**config.mk**
```make
export PLATFORM = sky130hd
export DESIGN_NAME = cache_hier_ctrl_flat
export DESIGN_NICKNAME = d
export VERILOG_FILES = /design/src/rtl/cache_hier_ctrl_pkg.sv /design/src/rtl/cache_hier_ctrl_if.sv /design/src/rtl/cache_hier_ctrl_lat_strobe.sv /design/src/rtl/cache_hier_ctrl.sv /design/src/flat_wrapper.sv
export SDC_FILE = /design/constraint.sdc
export NUM_CORES = 1
export LEC_CHECK = 0
export BUFFER_PORTS_ARGS = -buffer_cell sky130_fd_sc_hd__buf_2
export CORE_AREA = 2 2 155 157
export CTS_BUF_LIST = sky130_fd_sc_hd__clkbuf_4
export CTS_CLUSTER_DIAMETER = 100
export DETAILED_ROUTE_END_ITERATION = 12
export DIE_AREA = 0 0 157 159
export GPL_TIMING_DRIVEN = 0
export PLACE_DENSITY = 0.62
export SLEW_MARGIN = 20
export SYNTH_ARGS = -nofsm -noshare
export SYNTH_HDL_FRONTEND = slang
export SYNTH_SLANG_ARGS = --single-unit
```
**constraint.sdc**
```tcl
create_clock -name clk -period 4.3 [get_ports clk]
set_input_delay 0.86 -clock clk [delete_from_list [all_inputs] [get_ports clk]]
set_output_delay 0.86 -clock clk [all_outputs]
set_load 0.01 [all_outputs]
```
**src/rtl/cache_hier_ctrl_pkg.sv**
```systemverilog
// Shared types and helpers for the three-level cache access sequencer.
package cache_pkg;

    typedef enum logic [2:0] {
        IDLE,
        L1_RD,
        L2_RD,
        MEM_RD,
        WR,
        FILL
    } ctrl_state_e;

    typedef enum logic [1:0] {
        SRC_L1   = 2'b00,
        SRC_L2   = 2'b01,
        SRC_MEM  = 2'b10,
        SRC_WACK = 2'b11
    } resp_src_e;

    function automatic int unsigned max3(input int unsigned a,
                                         input int unsigned b,
                                         input int unsigned c);
        int unsigned m;
        m = (a > b) ? a : b;
        return (m > c) ? m : c;
    endfunction

endpackage

```
**src/rtl/cache_hier_ctrl_if.sv**
```systemverilog
// Core request/response port plus L1, L2 and memory storage ports.
// master = core and storage side, slave = the sequencer.
interface cache_hier_ctrl_if #(
    parameter int unsigned ADDR_W = 32,
    parameter int unsigned DATA_W = 32
);
    logic              req_valid;
    logic              req_ready;
    logic              req_wr;
    logic [ADDR_W-1:0] req_addr;
    logic [DATA_W-1:0] req_wdata;
    logic              resp_valid;
    logic [DATA_W-1:0] resp_rdata;
    logic [1:0]        resp_src;

    logic              l1_rd_en;
    logic              l1_wr_en;
    logic [ADDR_W-1:0] l1_addr;
    logic [DATA_W-1:0] l1_wdata;
    logic [DATA_W-1:0] l1_rdata;
    logic              l1_hit;

    logic              l2_rd_en;
    logic              l2_wr_en;
    logic [ADDR_W-1:0] l2_addr;
    logic [DATA_W-1:0] l2_wdata;
    logic [DATA_W-1:0] l2_rdata;
    logic              l2_hit;

    logic              mem_rd_en;
    logic              mem_wr_en;
    logic [ADDR_W-1:0] mem_addr;
    logic [DATA_W-1:0] mem_wdata;
    logic [DATA_W-1:0] mem_rdata;

    modport master (
        output req_valid, req_wr, req_addr, req_wdata,
        input  req_ready, resp_valid, resp_rdata, resp_src,
        input  l1_rd_en, l1_wr_en, l1_addr, l1_wdata,
        output l1_rdata, l1_hit,
        input  l2_rd_en, l2_wr_en, l2_addr, l2_wdata,
        output l2_rdata, l2_hit,
        input  mem_rd_en, mem_wr_en, mem_addr, mem_wdata,
        output mem_rdata
    );

    modport slave (
        input  req_valid, req_wr, req_addr, req_wdata,
        output req_ready, resp_valid, resp_rdata, resp_src,
        output l1_rd_en, l1_wr_en, l1_addr, l1_wdata,
        input  l1_rdata, l1_hit,
        output l2_rd_en, l2_wr_en, l2_addr, l2_wdata,
        input  l2_rdata, l2_hit,
        output mem_rd_en, mem_wr_en, mem_addr, mem_wdata,
        input  mem_rdata
    );

endinterface

```
**src/rtl/cache_hier_ctrl_lat_strobe.sv**
```systemverilog
// Loadable strobe: o_en stays high for i_len cycles after a load; o_done
// marks the last of those cycles.
module lat_strobe #(
    parameter int unsigned CW = 3
) (
    input  logic          clk,
    input  logic          rst,
    input  logic          i_load,
    input  logic [CW-1:0] i_len,
    output logic          o_en,
    output logic          o_done
);

    logic [CW-1:0] r_cnt;

    always_ff @(posedge clk or posedge rst) begin
        if (rst) begin
            r_cnt <= '0;
        end else if (i_load) begin
            r_cnt <= i_len;
        end else if (r_cnt != '0) begin
            r_cnt <= r_cnt - CW'(1);
        end
    end

    assign o_en   = (r_cnt != '0);
    assign o_done = (r_cnt == CW'(1));

endmodule

```
**src/rtl/cache_hier_ctrl.sv**
```systemverilog
// Three-level (L1 -> L2 -> memory) access sequencer with fixed per-level latencies.
// Optional perf counters are built when CACHE_PERF_CNT_EN is defined.
module cache_hier_ctrl
    import cache_pkg::*;
#(
    parameter int unsigned ADDR_W  = 32,
    parameter int unsigned DATA_W  = 32,
    parameter int unsigned L1_LAT  = 3,
    parameter int unsigned L2_LAT  = 3,
    parameter int unsigned MEM_LAT = 5
) (
    input  logic              clk,
    input  logic              rst,
`ifdef CACHE_PERF_CNT_EN
    output logic [31:0]       perf_l1_hit,
    output logic [31:0]       perf_l2_hit,
    output logic [31:0]       perf_mem_rd,
    output logic [31:0]       perf_wr,
`endif
    cache_hier_ctrl_if.slave  bus
);

    localparam int unsigned MAX_LAT = max3(L1_LAT, L2_LAT, MEM_LAT);
    localparam int unsigned CW      = $clog2(MAX_LAT + 1);

    localparam logic [CW-1:0] L1_LEN  = CW'(L1_LAT);
    localparam logic [CW-1:0] L2_LEN  = CW'(L2_LAT);
    localparam logic [CW-1:0] MEM_LEN = CW'(MEM_LAT);

    ctrl_state_e       r_state, w_next;
    logic [CW-1:0]     r_cnt, w_cnt_nx;
    logic [ADDR_W-1:0] r_addr;
    logic [DATA_W-1:0] r_data, w_data_nx;
    logic              r_resp_valid, w_resp_valid;
    logic [DATA_W-1:0] r_resp_rdata, w_resp_rdata;
    resp_src_e         r_resp_src, w_resp_src;
    logic              w_capture;
    logic              w_last;
    logic              w_ld_l1, w_ld_l2, w_ld_mem;
    logic              w_l1_en, w_l2_en, w_mem_en;
    logic              w_l1_done, w_l2_done, w_mem_done;
    logic              w_stb_last;

    lat_strobe #(.CW(CW)) u_l1_stb (
        .clk(clk), .rst(rst), .i_load(w_ld_l1), .i_len(L1_LEN),
        .o_en(w_l1_en), .o_done(w_l1_done)
    );

    lat_strobe #(.CW(CW)) u_l2_stb (
        .clk(clk), .rst(rst), .i_load(w_ld_l2), .i_len(L2_LEN),
        .o_en(w_l2_en), .o_done(w_l2_done)
    );

    lat_strobe #(.CW(CW)) u_mem_stb (
        .clk(clk), .rst(rst), .i_load(w_ld_mem), .i_len(MEM_LEN),
        .o_en(w_mem_en), .o_done(w_mem_done)
    );

    assign w_last = (r_cnt == '0);
    // WR and FILL end once every running strobe is in its final cycle.
    assign w_stb_last = (!w_l1_en || w_l1_done) &&
                        (!w_l2_en || w_l2_done) &&
                        (!w_mem_en || w_mem_done);

    always_ff @(posedge clk or posedge rst) begin
        if (rst) begin
            r_state      <= IDLE;
            r_cnt        <= '0;
            r_addr       <= '0;
            r_data       <= '0;
            r_resp_valid <= 1'b0;
            r_resp_rdata <= '0;
            r_resp_src   <= SRC_L1;
        end else begin
            r_state      <= w_next;
            r_cnt        <= w_cnt_nx;
            r_data       <= w_data_nx;
            r_resp_valid <= w_resp_valid;
            r_resp_rdata <= w_resp_rdata;
            r_resp_src   <= w_resp_src;
            if (w_capture) begin
                r_addr <= bus.req_addr;
            end
        end
    end

    always_comb begin
        w_next       = r_state;
        w_cnt_nx     = w_last ? r_cnt : r_cnt - CW'(1);
        w_data_nx    = r_data;
        w_capture    = 1'b0;
        w_resp_valid = 1'b0;
        w_resp_rdata = r_resp_rdata;
        w_resp_src   = r_resp_src;
        w_ld_l1      = 1'b0;
        w_ld_l2      = 1'b0;
        w_ld_mem     = 1'b0;

        unique case (r_state)
            IDLE: begin
                if (bus.req_valid) begin
                    w_capture = 1'b1;
                    w_data_nx = bus.req_wdata;
                    if (bus.req_wr) begin
                        w_next   = WR;
                        w_ld_l1  = 1'b1;
                        w_ld_l2  = 1'b1;
                        w_ld_mem = 1'b1;
                    end else begin
                        w_next   = L1_RD;
                        w_cnt_nx = CW'(L1_LAT - 1);
                    end
                end
            end
            L1_RD: begin
                if (w_last) begin
                    if (bus.l1_hit) begin
                        w_next       = IDLE;
                        w_resp_valid = 1'b1;
                        w_resp_rdata = bus.l1_rdata;
                        w_resp_src   = SRC_L1;
                    end else begin
                        w_next   = L2_RD;
                        w_cnt_nx = CW'(L2_LAT - 1);
                    end
                end
            end
            L2_RD: begin
                if (w_last) begin
                    if (bus.l2_hit) begin
                        w_next       = FILL;
                        w_resp_valid = 1'b1;
                        w_resp_rdata = bus.l2_rdata;
                        w_resp_src   = SRC_L2;
                        w_data_nx    = bus.l2_rdata;
                        w_ld_l1      = 1'b1;
                    end else begin
                        w_next   = MEM_RD;
                        w_cnt_nx = CW'(MEM_LAT - 1);
                    end
                end
            end
            MEM_RD: begin
                if (w_last) begin
                    w_next       = FILL;
                    w_resp_valid = 1'b1;
                    w_resp_rdata = bus.mem_rdata;
                    w_resp_src   = SRC_MEM;
                    w_data_nx    = bus.mem_rdata;
                    w_ld_l1      = 1'b1;
                    w_ld_l2      = 1'b1;
                end
            end
            WR: begin
                if (w_stb_last) begin
                    w_next       = IDLE;
                    w_resp_valid = 1'b1;
                    w_resp_rdata = r_data;
                    w_resp_src   = SRC_WACK;
                end
            end
            FILL: begin
                if (w_stb_last) begin
                    w_next = IDLE;
                end
            end
            default: w_next = IDLE;
        endcase
    end

    assign bus.req_ready  = (r_state == IDLE);
    assign bus.resp_valid = r_resp_valid;
    assign bus.resp_rdata = r_resp_rdata;
    assign bus.resp_src   = r_resp_src;

    assign bus.l1_rd_en  = (r_state == L1_RD);
    assign bus.l2_rd_en  = (r_state == L2_RD);
    assign bus.mem_rd_en = (r_state == MEM_RD);
    assign bus.l1_wr_en  = w_l1_en;
    assign bus.l2_wr_en  = w_l2_en;
    assign bus.mem_wr_en = w_mem_en;

    assign bus.l1_addr   = r_addr;
    assign bus.l2_addr   = r_addr;
    assign bus.mem_addr  = r_addr;
    assign bus.l1_wdata  = r_data;
    assign bus.l2_wdata  = r_data;
    assign bus.mem_wdata = r_data;

`ifdef CACHE_PERF_CNT_EN
    logic [31:0] r_perf_l1, r_perf_l2, r_perf_mem, r_perf_wr;

    always_ff @(posedge clk or posedge rst) begin
        if (rst) begin
            r_perf_l1  <= '0;
            r_perf_l2  <= '0;
            r_perf_mem <= '0;
            r_perf_wr  <= '0;
        end else if (r_resp_valid) begin
            unique case (r_resp_src)
                SRC_L1:   if (r_perf_l1  != '1) r_perf_l1  <= r_perf_l1  + 32'd1;
                SRC_L2:   if (r_perf_l2  != '1) r_perf_l2  <= r_perf_l2  + 32'd1;
                SRC_MEM:  if (r_perf_mem != '1) r_perf_mem <= r_perf_mem + 32'd1;
                SRC_WACK: if (r_perf_wr  != '1) r_perf_wr  <= r_perf_wr  + 32'd1;
            endcase
        end
    end

    assign perf_l1_hit = r_perf_l1;
    assign perf_l2_hit = r_perf_l2;
    assign perf_mem_rd = r_perf_mem;
    assign perf_wr     = r_perf_wr;
`endif

endmodule

```
**src/flat_wrapper.sv**
```systemverilog
// flat-port wrapper written by rule: the top's interface ports become plain ports
module cache_hier_ctrl_flat import cache_pkg::*;
#(
    parameter int unsigned ADDR_W  = 32,
    parameter int unsigned DATA_W  = 32,
    parameter int unsigned L1_LAT  = 3,
    parameter int unsigned L2_LAT  = 3,
    parameter int unsigned MEM_LAT = 5
)
  (clk, rst, bus_req_valid, bus_req_wr, bus_req_addr, bus_req_wdata, bus_req_ready, bus_resp_valid, bus_resp_rdata, bus_resp_src, bus_l1_rd_en, bus_l1_wr_en, bus_l1_addr, bus_l1_wdata, bus_l1_rdata, bus_l1_hit, bus_l2_rd_en, bus_l2_wr_en, bus_l2_addr, bus_l2_wdata, bus_l2_rdata, bus_l2_hit, bus_mem_rd_en, bus_mem_wr_en, bus_mem_addr, bus_mem_wdata, bus_mem_rdata);
  cache_hier_ctrl_if #(.ADDR_W(ADDR_W), .DATA_W(DATA_W)) bus_i ();
  input  logic clk;
  input  logic rst;
  input wire logic [$bits(bus_i.req_valid)-1:0] bus_req_valid;
  input wire logic [$bits(bus_i.req_wr)-1:0] bus_req_wr;
  input wire logic [$bits(bus_i.req_addr)-1:0] bus_req_addr;
  input wire logic [$bits(bus_i.req_wdata)-1:0] bus_req_wdata;
  output wire logic [$bits(bus_i.req_ready)-1:0] bus_req_ready;
  output wire logic [$bits(bus_i.resp_valid)-1:0] bus_resp_valid;
  output wire logic [$bits(bus_i.resp_rdata)-1:0] bus_resp_rdata;
  output wire logic [$bits(bus_i.resp_src)-1:0] bus_resp_src;
  output wire logic [$bits(bus_i.l1_rd_en)-1:0] bus_l1_rd_en;
  output wire logic [$bits(bus_i.l1_wr_en)-1:0] bus_l1_wr_en;
  output wire logic [$bits(bus_i.l1_addr)-1:0] bus_l1_addr;
  output wire logic [$bits(bus_i.l1_wdata)-1:0] bus_l1_wdata;
  input wire logic [$bits(bus_i.l1_rdata)-1:0] bus_l1_rdata;
  input wire logic [$bits(bus_i.l1_hit)-1:0] bus_l1_hit;
  output wire logic [$bits(bus_i.l2_rd_en)-1:0] bus_l2_rd_en;
  output wire logic [$bits(bus_i.l2_wr_en)-1:0] bus_l2_wr_en;
  output wire logic [$bits(bus_i.l2_addr)-1:0] bus_l2_addr;
  output wire logic [$bits(bus_i.l2_wdata)-1:0] bus_l2_wdata;
  input wire logic [$bits(bus_i.l2_rdata)-1:0] bus_l2_rdata;
  input wire logic [$bits(bus_i.l2_hit)-1:0] bus_l2_hit;
  output wire logic [$bits(bus_i.mem_rd_en)-1:0] bus_mem_rd_en;
  output wire logic [$bits(bus_i.mem_wr_en)-1:0] bus_mem_wr_en;
  output wire logic [$bits(bus_i.mem_addr)-1:0] bus_mem_addr;
  output wire logic [$bits(bus_i.mem_wdata)-1:0] bus_mem_wdata;
  input wire logic [$bits(bus_i.mem_rdata)-1:0] bus_mem_rdata;
  assign bus_i.req_valid = bus_req_valid;
  assign bus_i.req_wr = bus_req_wr;
  assign bus_i.req_addr = bus_req_addr;
  assign bus_i.req_wdata = bus_req_wdata;
  assign bus_req_ready = bus_i.req_ready;
  assign bus_resp_valid = bus_i.resp_valid;
  assign bus_resp_rdata = bus_i.resp_rdata;
  assign bus_resp_src = bus_i.resp_src;
  assign bus_l1_rd_en = bus_i.l1_rd_en;
  assign bus_l1_wr_en = bus_i.l1_wr_en;
  assign bus_l1_addr = bus_i.l1_addr;
  assign bus_l1_wdata = bus_i.l1_wdata;
  assign bus_i.l1_rdata = bus_l1_rdata;
  assign bus_i.l1_hit = bus_l1_hit;
  assign bus_l2_rd_en = bus_i.l2_rd_en;
  assign bus_l2_wr_en = bus_i.l2_wr_en;
  assign bus_l2_addr = bus_i.l2_addr;
  assign bus_l2_wdata = bus_i.l2_wdata;
  assign bus_i.l2_rdata = bus_l2_rdata;
  assign bus_i.l2_hit = bus_l2_hit;
  assign bus_mem_rd_en = bus_i.mem_rd_en;
  assign bus_mem_wr_en = bus_i.mem_wr_en;
  assign bus_mem_addr = bus_i.mem_addr;
  assign bus_mem_wdata = bus_i.mem_wdata;
  assign bus_i.mem_rdata = bus_mem_rdata;
  cache_hier_ctrl #(.ADDR_W(ADDR_W), .DATA_W(DATA_W), .L1_LAT(L1_LAT), .L2_LAT(L2_LAT), .MEM_LAT(MEM_LAT)) u_core (.clk(clk), .rst(rst), .bus(bus_i));
endmodule
```
=== Yosys cells after proc, flatten, opt, wreduce, memory -nomap -nowiden ===
Cells that the tools add are included.

* Multiplexer cells: 53
* Add/sub/neg operators: 4
* Reductions and logical operators: 22
* Equality and inequality tests: 16

{| class="wikitable"
|+ Operator list
! cell !! count
|-
| two-way mux 32 bit || 7
|-
| one-hot mux 32 bit (4 select lines) || 1
|-
| one-hot mux 32 bit (3 select lines) || 1
|-
| two-way mux 3 bit || 20
|-
| one-hot mux 3 bit (5 select lines) || 1
|-
| two-way mux 2 bit || 7
|-
| != test 2 x 1 -> 1 bit, second input constant || 7
|-
| == test 3 x 1 -> 1 bit, second input constant || 4
|-
| nonzero test 3 bit || 4
|-
| subtractor 3 x 1 -> 3 bit, second input constant || 4
|-
| two-way mux 1 bit || 11
|-
| AND reduction 5 bit || 2
|-
| one-hot mux 3 bit (3 select lines) || 1
|-
| one-hot mux 2 bit (4 select lines) || 1
|-
| AND reduction 7 bit || 1
|-
| == test 3 x 2 -> 1 bit, second input constant || 2
|-
| == test 3 bit, second input constant || 2
|-
| logical NOT 3 bit || 2
|-
| nonzero test 2 bit || 3
|-
| one-hot mux 1 bit (4 select lines) || 1
|-
| nonzero test 4 bit || 1
|-
| logical NOT 1 bit || 3
|-
| logical OR 1 bit || 3
|-
| one-hot mux 1 bit (3 select lines) || 1
|-
| 4 further kinds || 5
|}

* Input port bits: 166
* Flip-flop bits (word level): 114

=== Logic depth before layout (Yosys ltp) ===
* Depth after elaboration: 7
* Gate-level depth with buffers: 9

=== Cells and area by module ===
Synthesis repeated with hierarchy kept, for this count alone.

* Cell total of the unflattened synthesis: 697
* Area total of the unflattened synthesis: 7,136.8 um^2

{| class="wikitable"
|+ Modules (own cells, without submodules)
! module !! times used !! seq. area each (um^2) !! area each (um^2) !! cells each
|-
| cache_hier_ctrl || 1 || 2,627.5 || 6,472.5 || 628
|-
| lat_strobe || 3 || 75.1 || 221.5 || 23
|}

=== Worst setup path after synthesis ===
No wires, ideal clock.

* Path kind: reg2out
* Start: register u_core.r_state[2]
* End: output port bus_l2_rd_en
* Slack: 2.156 ns
* Arrival: 1.284 ns
* Buffers on the path: 4
* Cell stages (with the launch flop): 7
* Required time: 3.440 ns
* Path through: dfrtp_1 buf_6 nand2b_1 buf_4 buf_2 buf_1 nor2_1

* Word-level cells in the longest chain between the ends: 1

{| class="wikitable"
|+ RTL lines
! element !! RTL line !! source
|-
| start, declared || cache_hier_ctrl.sv:30 || <nowiki>ctrl_state_e r_state, w_next;</nowiki>
|-
| start signal, assigned || cache_hier_ctrl.sv:75 || <nowiki>r_state <= w_next;</nowiki>
|-
| == test 3 x 2 -> 1 bit || cache_hier_ctrl.sv:177 || <nowiki>assign bus.l2_rd_en = (r_state == L2_RD);</nowiki>
|-
| end, declared || flat_wrapper.sv:28 || <nowiki>output wire logic [$bits(bus_i.l2_rd_en)-1:0] bus_l2_rd_en;</nowiki>
|}

Every way passes these cells.

=== Worst setup path in the final report ===
Ends and elaborated chain as after synthesis.

==> impl_metrics.ini <==
[run_status]
outcome = finished clean

[critical_path]
rr_startpoint = u_core.r_cnt[1]
cp_max_fo = 10
ff2ff_setup_slack_ns = 2.10
critPathSlowestCell = buf_1
required_ns = 3.44
cp-end-kind = output port
path_cells = buf_6, nand2b_1, buf_4, buf_2, buf_1, nor2_1, buf_2
critPathArrivalTime_ns = 2.23
critPathLaunchType = register
reg2reg_depth = 8
crit_path_frequent_cell = buf_2
r2r_end = u_core.bus.l1_wdata[30]
max_stage_delay_ns = 0.42
critical_path_class = reg -> out

[logic_synthesis]
yosysSeqAreaShare = 0.4113
synth_edf_count = 0
synthesis.area_um2 = 6937
synth_top_area_share = 0.4113
synth_area_leaders = dfrtp_1 (41%), buf_4 (15%), mux2i_1 (9.8%)
netlist_instances = 704
syn_nets = 881
yosys.area.top_type = dfrtp_1
synthFlopType = dfrtp_1
ys_warn_count = 0
avgSynthCellArea_um2 = 9.853
ys_ff_latch = 114
ys_types = 45
ys_async_sr_fraction = 1.000
synth_commonest_cells = buf_4 (134), dfrtp_1 (114), nand2_1 (104)
synth.most_common_cell = buf_4

[route]
drt_first_pass_iters = 4
route.detailed.drc = 0
wire_per_inst_um = 14.77
drtIter0Drc = 236
num_vias = 6239
vias_per_cell = 4.285
wirelength_mm = 21.51
ant_nets = 0

[floorplan]
die_y_um = 159
die_x_um = 157
rows = 56
num_io_pins = 400
start_util = 0.2991
fp.dieArea_um2 = 24960
coreArea_um2 = 23190

[layout]
fin_util = 0.4168
area_delta_synth_final_pct = 39.36
fillCellCount = 2355
final_nets = 1300
drive_gt1_frac = 0.5511

[timing]
hold_viol_final = 0
slew_headroom = 0.6263
tns_ns = 0
holdWs_ns = 0.3689
period_share = 0.7188
drv_slew = 0
layout_setup_ws_ns = 1.209
setup_violations = 0
worst_pin_slew_ns = 0.5606
skew_ns = 0.01751
rsz0062_at_grt = no
layout_min_cycle_time_ns = 3.091
fmax_mhz = 323.5

[cts]
clk_pin_slew_ns = 0.12
cts_tree = done
clock_sinks = 114
h-tree-depth = 4
cts_max_path_buffers = 2
clk_latency_ns = 0.53
root_buffer = clkbuf_4
hold_buffers = 0
post_cts_buffers = 0
cts.repair.resized = 0
cts_buffers = 17

[grt]
grt_pass1_wl_mm = 32.21
antenna_found_initial = 1
overflow = 0
grt_max_degree = 59
grt_pass1_vias = 5959
grtUsageTotal = 0.1653

[place]
numPortBuffers = 399
gp_congestion = 0.7679
hpwl_mm = 16.56
post-place-ws_ns = 1.735

[min_path]
hp-class = in -> async

[power_and_ir_drop]
total_power_mw = 7.386
cellPowerDensity_nw_per_um2 = 764.1
leakage_nw = 5.435
peakVddDrop_uv = 316.0

[flow_run]
maxCapViolations = 0
[layout make-up]
type	instances	area, µm²	area share
Tap cell	319	399.1	0.04129
Inverter	46	177.7	0.01838
Sequential cell	114	2853	0.2951
Timing Repair Buffer	400	2024	0.2094
Clock inverter	14	163.9	0.01696
Buffer	166	1199	0.1240
Multi-Input combinational cell	378	2713	0.2806
Clock buffer	18	135.1	0.01398
Antenna cell	1	2.502	0.0002589
[worst max-delay path, delay by kind of cell (launching register included)]
kind          cells  cell delay (ns)
flops             1             0.35
simple gates      2             0.18
buf+inv           5             1.16
[state kept, by name, indices dropped and copies added, names as in the netlist, 2 cells and up]
name and count:
u_core.bus.l1_addr 32, u_core.bus.l1_wdata 32, u_core.bus.resp_rdata 32, u_core.r_cnt 3
u_core.r_state 3, u_core.u_l1_stb.r_cnt 3, u_core.u_l2_stb.r_cnt 3, u_core.u_mem_stb.r_cnt 3
u_core.bus.resp_src 2
[routing by layer]
metal / routed length (µm) / GRT usage / share of wire / vias up
met5: 0 / 0 / 0 / -
met2: 10580 / 0.2877 / 0.49 / 271
met3: 1455 / 0.03484 / 0.068 / 22
li1: - / - / - / 3068
met4: 318 / 0.05338 / 0.015 / 0
met1: 9148 / 0.2025 / 0.43 / 2878
[kinds of logic (layout without fill, tap and decap cells)]
kind of cell,after synthesis,in the layout,share of synthesized area
compound gates,90,90,0.09885
simple gates,173,173,0.1017
xor+xnor,3,3,0.003789
fa+ha+maj,11,11,0.01984
mux,101,101,0.1668
flops,114,114,0.4113
buf+inv,212,644,0.1977
other cells,0,1,0
[cell usage in the layout (no fill, tap or decap), types with 3 or more instances in the layout]
master and count:
mux2i_1 68, clkbuf_4 18, buf_6 7, buf_4 134, dfrtp_1 114, o21ai_0 3
ha_1 11, nand2_1 104, xnor2_1 3, bufinv_16 3, clkinv_2 4, nor3_1 7
a221o_1 33, buf_2 415, nor2_1 46, a21oi_1 37, clkbuf_1 8, inv_1 45
mux2_1 3, mux2_4 28, nand2b_1 4, clkinv_4 3
[how the worst max path moves through the flow]
stage	start	end	slack, ns	depth (start not counted)
5_1_grt	u_core.r_state[2]	bus_l2_rd_en	0.98	7
6_report	u_core.r_state[2]	bus_l2_rd_en	1.21	7
2_1_floorplan	rst	u_core.bus.l1_addr[0]	0.42	1
3_5_place_dp	u_core.r_state[2]	bus_l2_rd_en	1.73	7
3_3_place_gp	rst	u_core.bus.l1_wdata[24]	-1.24	2
4_1_cts	u_core.r_state[2]	bus_l2_rd_en	1.12	7
[metrics by stage]
stage,instance area (µm²),instances
2_1_floorplan,6937,704
3_3_place_gp,9333,1422
3_5_place_dp,9365,1423
4_1_cts,9664,1455
5_1_grt,9667,1456
6_report,9667,1456
[power by group]
group | total (mW) | switching (mW) | internal, mW
clock | 0.863 | 0.455 | 0.407
combinational | 4.39 | 2.05 | 2.34
sequential | 2.13 | 0.530 | 1.60
Power figures use the tool's default switching activity.
